File: src/rtl/color_pkg.sv
// Shared encodings for the colour measurement stage: colour codes, sensor
// filter selects, FSM states and measurement channels.
package color_pkg;

  localparam logic [1:0] COLOR_R = 2'd0;
  localparam logic [1:0] COLOR_G = 2'd1;
  localparam logic [1:0] COLOR_B = 2'd2;
  localparam logic [1:0] COLOR_Y = 2'd3;

  // {S2,S3} values understood by the TCS3200-style sensor
  localparam logic [1:0] FILT_RED   = 2'b00;
  localparam logic [1:0] FILT_GREEN = 2'b11;
  localparam logic [1:0] FILT_BLUE  = 2'b01;
  localparam logic [1:0] FILT_CLEAR = 2'b10;

  typedef enum logic [2:0] {
    ST_IDLE,
    ST_SET_FILTER,
    ST_SETTLE,
    ST_COUNT,
    ST_CLASSIFY,
    ST_DONE
  } state_t;

  typedef enum logic [1:0] {
    CH_RED,
    CH_GREEN,
    CH_BLUE
  } chan_t;

  function automatic logic [1:0] chan_filter(input chan_t ch);
    logic [1:0] f;
    f = FILT_CLEAR;
    case (ch)
      CH_RED:   f = FILT_RED;
      CH_GREEN: f = FILT_GREEN;
      CH_BLUE:  f = FILT_BLUE;
      default:  f = FILT_CLEAR;
    endcase
    return f;
  endfunction

  // Measurement order is red, green, blue; blue is the last channel.
  function automatic chan_t next_chan(input chan_t ch);
    chan_t n;
    n = CH_BLUE;
    case (ch)
      CH_RED:   n = CH_GREEN;
      default:  n = CH_BLUE;
    endcase
    return n;
  endfunction

endpackage

File: src/rtl/color_detector_edge_sync.sv
// Brings the asynchronous sensor square wave into clk and flags each rising
// edge with a one-cycle pulse.
module edge_sync (
  input  logic clk,
  input  logic reset,
  input  logic i_async,
  output logic o_rise
);

  logic r_meta;
  logic r_sync;
  logic r_sync_d;

  // two-flop synchronizer followed by a delay flop for edge detection
  always_ff @(posedge clk or posedge reset) begin
    if (reset) begin
      r_meta   <= 1'b0;
      r_sync   <= 1'b0;
      r_sync_d <= 1'b0;
    end else begin
      r_meta   <= i_async;
      r_sync   <= r_meta;
      r_sync_d <= r_sync;
    end
  end

  assign o_rise = r_sync & ~r_sync_d;

endmodule

File: src/rtl/color_detector.sv
// Colour measurement stage: steps the sensor filter through red, green and
// blue, counts sensor edges over a gate window for each, then classifies.
//
// state         | meaning
// --------------+------------------------------------------------------
// ST_IDLE       | filter on clear, waiting for startDetection
// ST_SET_FILTER | filter driven for current channel, counter/timer cleared
// ST_SETTLE     | sensor output settling after a filter change, edges ignored
// ST_COUNT      | gate window, edges counted (saturating)
// ST_CLASSIFY   | colour code and valid flag computed from stored counts
// ST_DONE       | detectionComplete pulse, filter back to clear
module color_detector
  import color_pkg::*;
#(
  parameter int CNT_W         = 16,
  parameter int GATE_CYCLES   = 50000,
  parameter int SETTLE_CYCLES = 500,
  parameter int MIN_TOTAL     = 64
) (
  input  logic             clk,
  input  logic             reset,
  input  logic             startDetection,
  input  logic             sensorFreq,
  output logic [1:0]       filterSelect,
  output logic [CNT_W-1:0] redCount,
  output logic [CNT_W-1:0] greenCount,
  output logic [CNT_W-1:0] blueCount,
  output logic [1:0]       colorCode,
  output logic             colorValid,
  output logic             busy,
  output logic             detectionComplete
);

  localparam int TMR_MAX = (GATE_CYCLES > SETTLE_CYCLES) ? GATE_CYCLES : SETTLE_CYCLES;
  localparam int TMR_W   = $clog2(TMR_MAX + 1);
  localparam int SUM_W   = CNT_W + 2;

  state_t           r_state;
  chan_t            r_ch;
  logic [TMR_W-1:0] r_timer;
  logic [CNT_W-1:0] r_cnt;
  logic [1:0]       r_filter;
  logic [CNT_W-1:0] r_red;
  logic [CNT_W-1:0] r_green;
  logic [CNT_W-1:0] r_blue;
  logic [1:0]       r_code;
  logic             r_valid;
  logic             r_busy;
  logic             r_done;

  logic             w_rise;
  logic [CNT_W-1:0] w_cnt_next;
  logic [SUM_W-1:0] w_r;
  logic [SUM_W-1:0] w_g;
  logic [SUM_W-1:0] w_b;
  logic [SUM_W-1:0] w_mx;
  logic [SUM_W-1:0] w_mn;
  logic [SUM_W-1:0] w_b15;
  logic [SUM_W-1:0] w_sum;
  logic             w_yellow;
  logic [1:0]       w_code;
  logic             w_valid;

  edge_sync u_edge_sync (
    .clk     (clk),
    .reset   (reset),
    .i_async (sensorFreq),
    .o_rise  (w_rise)
  );

  // saturating edge count; an edge on the final gate cycle still lands here
  always_comb begin
    w_cnt_next = r_cnt;
    if (w_rise && (r_cnt != {CNT_W{1'b1}}))
      w_cnt_next = r_cnt + CNT_W'(1);
  end

  // classifier: yellow when red and green are both strong and close, else the
  // largest channel with ties going R over G over B
  always_comb begin
    w_r      = SUM_W'(r_red);
    w_g      = SUM_W'(r_green);
    w_b      = SUM_W'(r_blue);
    w_mx     = (w_r >= w_g) ? w_r : w_g;
    w_mn     = (w_r >= w_g) ? w_g : w_r;
    w_b15    = w_b + (w_b >> 1);
    w_sum    = w_r + w_g + w_b;
    w_yellow = (w_mn > w_b15) && ((w_mx - w_mn) <= (w_mx >> 2));
    w_valid  = (32'(w_sum) >= 32'(MIN_TOTAL));
    if (w_yellow)
      w_code = COLOR_Y;
    else if ((w_r >= w_g) && (w_r >= w_b))
      w_code = COLOR_R;
    else if (w_g >= w_b)
      w_code = COLOR_G;
    else
      w_code = COLOR_B;
  end

  // measurement sequencer with its timer, counter and result registers
  always_ff @(posedge clk or posedge reset) begin
    if (reset) begin
      r_state  <= ST_IDLE;
      r_ch     <= CH_RED;
      r_timer  <= '0;
      r_cnt    <= '0;
      r_filter <= FILT_CLEAR;
      r_red    <= '0;
      r_green  <= '0;
      r_blue   <= '0;
      r_code   <= COLOR_R;
      r_valid  <= 1'b0;
      r_busy   <= 1'b0;
      r_done   <= 1'b0;
    end else begin
      r_done <= 1'b0;
      case (r_state)
        ST_IDLE: begin
          r_filter <= FILT_CLEAR;
          if (startDetection) begin
            r_ch     <= CH_RED;
            r_filter <= chan_filter(CH_RED);
            r_busy   <= 1'b1;
            r_state  <= ST_SET_FILTER;
          end
        end
        ST_SET_FILTER: begin
          r_cnt   <= '0;
          r_timer <= TMR_W'(SETTLE_CYCLES - 1);
          r_state <= ST_SETTLE;
        end
        ST_SETTLE: begin
          if (r_timer == '0) begin
            r_timer <= TMR_W'(GATE_CYCLES - 1);
            r_state <= ST_COUNT;
          end else begin
            r_timer <= r_timer - TMR_W'(1);
          end
        end
        ST_COUNT: begin
          r_cnt <= w_cnt_next;
          if (r_timer == '0) begin
            case (r_ch)
              CH_RED:   r_red   <= w_cnt_next;
              CH_GREEN: r_green <= w_cnt_next;
              default:  r_blue  <= w_cnt_next;
            endcase
            if (r_ch == CH_BLUE) begin
              r_state <= ST_CLASSIFY;
            end else begin
              r_ch     <= next_chan(r_ch);
              r_filter <= chan_filter(next_chan(r_ch));
              r_state  <= ST_SET_FILTER;
            end
          end else begin
            r_timer <= r_timer - TMR_W'(1);
          end
        end
        ST_CLASSIFY: begin
          r_code   <= w_code;
          r_valid  <= w_valid;
          r_done   <= 1'b1;
          r_filter <= FILT_CLEAR;
          r_state  <= ST_DONE;
        end
        ST_DONE: begin
          r_busy  <= 1'b0;
          r_state <= ST_IDLE;
        end
        default: r_state <= ST_IDLE;
      endcase
    end
  end

  assign filterSelect      = r_filter;
  assign redCount          = r_red;
  assign greenCount        = r_green;
  assign blueCount         = r_blue;
  assign colorCode         = r_code;
  assign colorValid        = r_valid;
  assign busy              = r_busy;
  assign detectionComplete = r_done;

endmodule

File: config.mk
export PLATFORM = sky130hd
export DESIGN_NAME = color_detector
export DESIGN_NICKNAME = d
export VERILOG_FILES = /design/src/rtl/color_pkg.sv /design/src/rtl/color_detector_edge_sync.sv /design/src/rtl/color_detector.sv
export SDC_FILE = /design/constraint.sdc
export NUM_CORES = 1
export LEC_CHECK = 0
export BUFFER_PORTS_ARGS = -buffer_cell sky130_fd_sc_hd__buf_4
export CORE_ASPECT_RATIO = 1.2
export CORE_MARGIN = 2
export CORE_UTILIZATION = 62
export DETAILED_ROUTE_END_ITERATION = 7
export PLACE_DENSITY = 0.81
export SLEW_MARGIN = 10
export SYNTH_ARGS = -nofsm -noshare
export SYNTH_HDL_FRONTEND = slang
export SYNTH_SLANG_ARGS = --single-unit
File: constraint.sdc
create_clock -name clk -period 6.5 [get_ports clk]
set_input_delay 1.3 -clock clk [delete_from_list [all_inputs] [get_ports clk]]
set_output_delay 1.3 -clock clk [all_outputs]
set_load 0.02 [all_outputs]
==> impl_metrics.py <==
metrics = {
    "min_path": {
        "tightest_hold_check_type": "register to register",
        "min_path_cells": 0,
        "min_from": "u_edge_sync.r_meta$_DFF_PP0_",
        "hold-path-endpoint": "u_edge_sync.r_sync$_DFF_PP0_",
    },
    "routing": {
        "drt_first_pass_iters": 6,
        "totalWireLength_um": 22800,
        "final_antenna_net_count": 0,
        "detail_route.drc_violations": 0,
        "detailroute.via_count": 7773,
        "via_per_inst": 6.32,
        "dr.first_iter.drc_count": 661,
        "routedWlPerCell_um": 18.6,
    },
    "clock_tree": {
        "h_tree_lvl_count": 3,
        "cts_buffer_depth": 2,
        "cts_resized": 0,
        "ctsHoldBuffers": 0,
        "tritoncts": "done",
        "ctsRootBufferMaster": "sky130_fd_sc_hd__clkbuf_16",
        "clock-sinks": 95,
        "clk_pin_slew_worst_paths_ns": 0.07,
        "number_of_buffers_created_by_cts": 9,
        "worstSkewPairLatency_ns": 0.35,
        "post_cts_buffers": 0,
    },
    "synth": {
        "yosys.area.top_type_share_pct": 28.0,
        "post_synth.cell_area_avg_um2": 8.37,
        "yosys.area.top_type": "sky130_fd_sc_hd__dfrtp_1",
        "synth_enable_flop_cells": 0,
        "ys_seq_area_share_pct": 28.3,
        "synth_register_bits": 95,
        "mapped_cells": 1003,
        "ys_types": 70,
        "synthesis.nets": 1137,
        "yosys-top-cells-area": "sky130_fd_sc_hd__dfrtp_1 (28%), sky130_fd_sc_hd__ha_1 (17%), sky130_fd_sc_hd__o21ai_0 (7.6%), sky130_fd_sc_hd__nand2_1 (6.5%), sky130_fd_sc_hd__fa_1 (4.3%)",
        "synthesis.area_mm2": 0.00839,
        "synth_async_reset_ratio_pct": 100,
        "count_of_warnings_emitted_by_yosys": 0,
        "synth_flop_cell": "sky130_fd_sc_hd__dfrtp_1",
    },
    "job": {
        "max-cap-violations": 0,
    },
    "sta": {
        "final_hold_viol_count": 0,
        "post-route-period-util_pct": 91.1,
        "fin_setup_tns_ns": 0,
        "setup_ws_ns": 0.579,
        "final_max_slew_viol_count": 0,
        "worst_pin_slew_ns": 1.12,
        "maxSlewHeadroom_pct": 25.1,
        "rsz0062_at_grt": "no",
        "timing.final.crit_period_ns": 5.92,
        "finalSetupViolCount": 0,
        "final.setup_skew_ns": 0.00517,
        "finalHoldWorstSlack_ns": 0.364,
        "clock.fmax_ghz": 0.169,
    },
    "run_status": {
        "result_of_the_run": "finished, final reports clean",
    },
    "cells_and_area": {
        "drive_above_1_share_pct": 9.61,
        "multi_input_area_mm2": 0.00566,
        "sequential_cell_area_mm2": 0.00238,
        "final_net_count": 1191,
        "synthesis_to_layout_area_growth_pct": 10.9,
        "finish.cell_count_without_fillers": 1229,
        "n_fill_cell": 1075,
        "layout.cells.most_common_list": "sky130_fd_sc_hd__nand2_1 (146), sky130_fd_sc_hd__o21ai_0 (127), sky130_fd_sc_hd__ha_1 (112)",
        "n_antenna_cell": 0,
        "layout_commonest_cell": "sky130_fd_sc_hd__nand2_1",
    },
    "placement": {
        "placement.io_buffers": 58,
        "placement.setup.worst_slack_ns": 0.717,
        "place_congestion": 0.948,
        "place.detailed.hpwl_um": 18000,
        "place.detailed.instances": 1214,
    },
    "power": {
        "power_leakage_nw": 4.39,
        "vdd_drop_max_mv": 0.216,
        "power_per_cell_area_mw_per_mm2": 149,
        "post-layout-total-power_mw": 1.39,
    },
    "setup_path": {
        "criticalPathCategory": "register to register",
        "startpoint_of_the_worst_slack_reg_to_reg_timing_path": "greenCount[13]$_DFFE_PP0P_",
        "maximum_net_fanout_on_the_critical_path": 9,
        "r2r_slack_ns": 0.58,
        "cp_data_arrival_time_ns": 6.21,
        "reg2reg_depth": 25,
        "required_ns": 6.79,
        "setup.worst_path.end_class": "register",
        "rr_endpoint": "colorCode[0]$_DFFE_PP0P_",
        "crit_path_start_kind": "register",
    },
    "grt": {
        "via_count_of_the_first_global_routing_pass": 7548,
        "grt_pass1_wl_um": 37600,
        "maximum_number_of_pins_on_one_net_before_global_route_repair": 65,
        "grt_usage_pct": 33.0,
        "globalRoute.totalOverflow": 0,
        "grt_antenna_before_repair": 0,
    },
    "floorplan": {
        "core.rowCount": 46,
        "die_x_um": 110,
        "die_y_um": 131,
        "design.die.area_mm2": 0.0145,
        "num_io_pins": 59,
        "initial_utilization_pct": 63.4,
        "core_area_mm2": 0.0132,
    },
}
## state kept, by name (all words and copies together) (netlist names), 2 cells and up
name	cells
blueCount	16
r_cnt	16
r_ch	2
colorCode	2
r_timer	16
r_state	3
redCount	16
greenCount	16
filterSelect	2
## worst max-delay path by stage
stage                                     startpoint                       end  slack [ns]  cells after the start
after floorplan              redCount[0]$_DFFE_PP0P_  colorCode[0]$_DFFE_PP0P_        1.17                     27
after global placement       redCount[0]$_DFFE_PP0P_  colorCode[0]$_DFFE_PP0P_        0.83                     21
after detailed placement  greenCount[12]$_DFFE_PP0P_  colorCode[0]$_DFFE_PP0P_        0.72                     25
after CTS                    redCount[0]$_DFFE_PP0P_  colorCode[0]$_DFFE_PP0P_        0.70                     21
after global routing         redCount[0]$_DFFE_PP0P_  colorCode[1]$_DFFE_PP0P_        0.29                     27
final                     greenCount[13]$_DFFE_PP0P_  colorCode[0]$_DFFE_PP0P_        0.58                     25
## through the flow
| stage | utilization (%) | area [um2] |
|---|---|---|
| 2_1_floorplan | - | 8390 |
| 3_3_place_gp | 68.1 | 9020 |
| 3_5_place_dp | 68.1 | 9020 |
| 4_1_cts | 70.3 | 9310 |
| 5_1_grt | 70.3 | 9310 |
| 6_report | 70.3 | 9310 |
## Yosys cell counts, types with 7 or more instances
library cell                 n
sky130_fd_sc_hd__buf_2       8
sky130_fd_sc_hd__a31oi_1     9
sky130_fd_sc_hd__o21a_1     10
sky130_fd_sc_hd__nand2_1   146
sky130_fd_sc_hd__xnor2_1    27
sky130_fd_sc_hd__clkbuf_1   19
sky130_fd_sc_hd__nor2_1     64
sky130_fd_sc_hd__a21o_1     13
sky130_fd_sc_hd__a21oi_1    49
sky130_fd_sc_hd__o211ai_1   14
sky130_fd_sc_hd__o21ai_1     9
sky130_fd_sc_hd__nor4_1      9
sky130_fd_sc_hd__nand2b_1   17
sky130_fd_sc_hd__fa_1       18
sky130_fd_sc_hd__nand4_1    12
sky130_fd_sc_hd__inv_1      57
sky130_fd_sc_hd__xor2_1     17
sky130_fd_sc_hd__nand3_1    14
sky130_fd_sc_hd__dfrtp_1    94
sky130_fd_sc_hd__or3_1       8
sky130_fd_sc_hd__nor2b_1    14
sky130_fd_sc_hd__a21boi_0    8
sky130_fd_sc_hd__nor3_1     26
sky130_fd_sc_hd__o22ai_1    12
sky130_fd_sc_hd__ha_1      112
sky130_fd_sc_hd__o21ai_0   127
sky130_fd_sc_hd__and2_1      7
## critical path, stage by stage (launching register included)
cell,delay (ns)
sky130_fd_sc_hd__dfrtp_1,0.50
sky130_fd_sc_hd__inv_1,0.11
sky130_fd_sc_hd__ha_1,0.47
sky130_fd_sc_hd__nand3_1,0.17
sky130_fd_sc_hd__nor3_1,0.31
sky130_fd_sc_hd__o22ai_1,0.21
sky130_fd_sc_hd__o21ai_2,0.17
sky130_fd_sc_hd__nor2_1,0.08
sky130_fd_sc_hd__a21oi_1,0.17
sky130_fd_sc_hd__ha_1,0.18
sky130_fd_sc_hd__nand2_1,0.06
sky130_fd_sc_hd__and2_1,0.14
sky130_fd_sc_hd__o211ai_1,0.11
sky130_fd_sc_hd__o211ai_1,0.16
sky130_fd_sc_hd__a21o_1,0.21
sky130_fd_sc_hd__a211oi_1,0.39
sky130_fd_sc_hd__nor2b_1,0.14
sky130_fd_sc_hd__o21ai_0,0.21
sky130_fd_sc_hd__xor2_1,0.11
sky130_fd_sc_hd__ha_1,0.30
sky130_fd_sc_hd__nand4_1,0.09
sky130_fd_sc_hd__or4_1,0.49
sky130_fd_sc_hd__a221oi_1,0.31
sky130_fd_sc_hd__o2111ai_1,0.18
sky130_fd_sc_hd__nor4b_2,0.41
sky130_fd_sc_hd__a221o_1,0.17
## layer usage
metal | up-vias | share of wire (%) | wire, um | global-route usage [%]
li1 | 3729 | - | - | -
met1 | 3696 | 41 | 9430 | 43.4
met2 | 271 | 49 | 11200 | 54.0
met3 | 77 | 4.8 | 1100 | 4.02
met4 | 0 | 4.6 | 1050 | 14.9
met5 | - | 0 | 0 | 0
## final cells by class
cell class	instances	area share, %
Tap cell	168	2.26
Sequential cell	95	25.5
Timing Repair Buffer	74	5.97
Multi-Input combinational cell	820	60.7
Clock buffer	9	2.42
Inverter	57	2.32
Clock inverter	6	0.739
## power by group
part           leakage, nW  internal, mW  switching (mW)
combinational         2.97        0.0627           0.104
sequential            1.27         0.633          0.0473
clock                0.142         0.299           0.239
total                 4.39         0.995           0.390
## cell families (layout without fill, tap and decap cells)
kind of cell | after synthesis | after routing | synth area share, %
XOR/XNOR | 44 | 44 | 4.59
flip-flops | 95 | 95 | 28.3
multiplexers | 7 | 7 | 0.909
AND/OR/NAND/NOR | 334 | 334 | 18.3
AO/OA/AOI/OAI | 305 | 305 | 22.6
adder cells (fa/ha/maj) | 130 | 130 | 21.0
buffers and inverters | 88 | 146 | 4.28
Power figures use the tool's default switching activity.
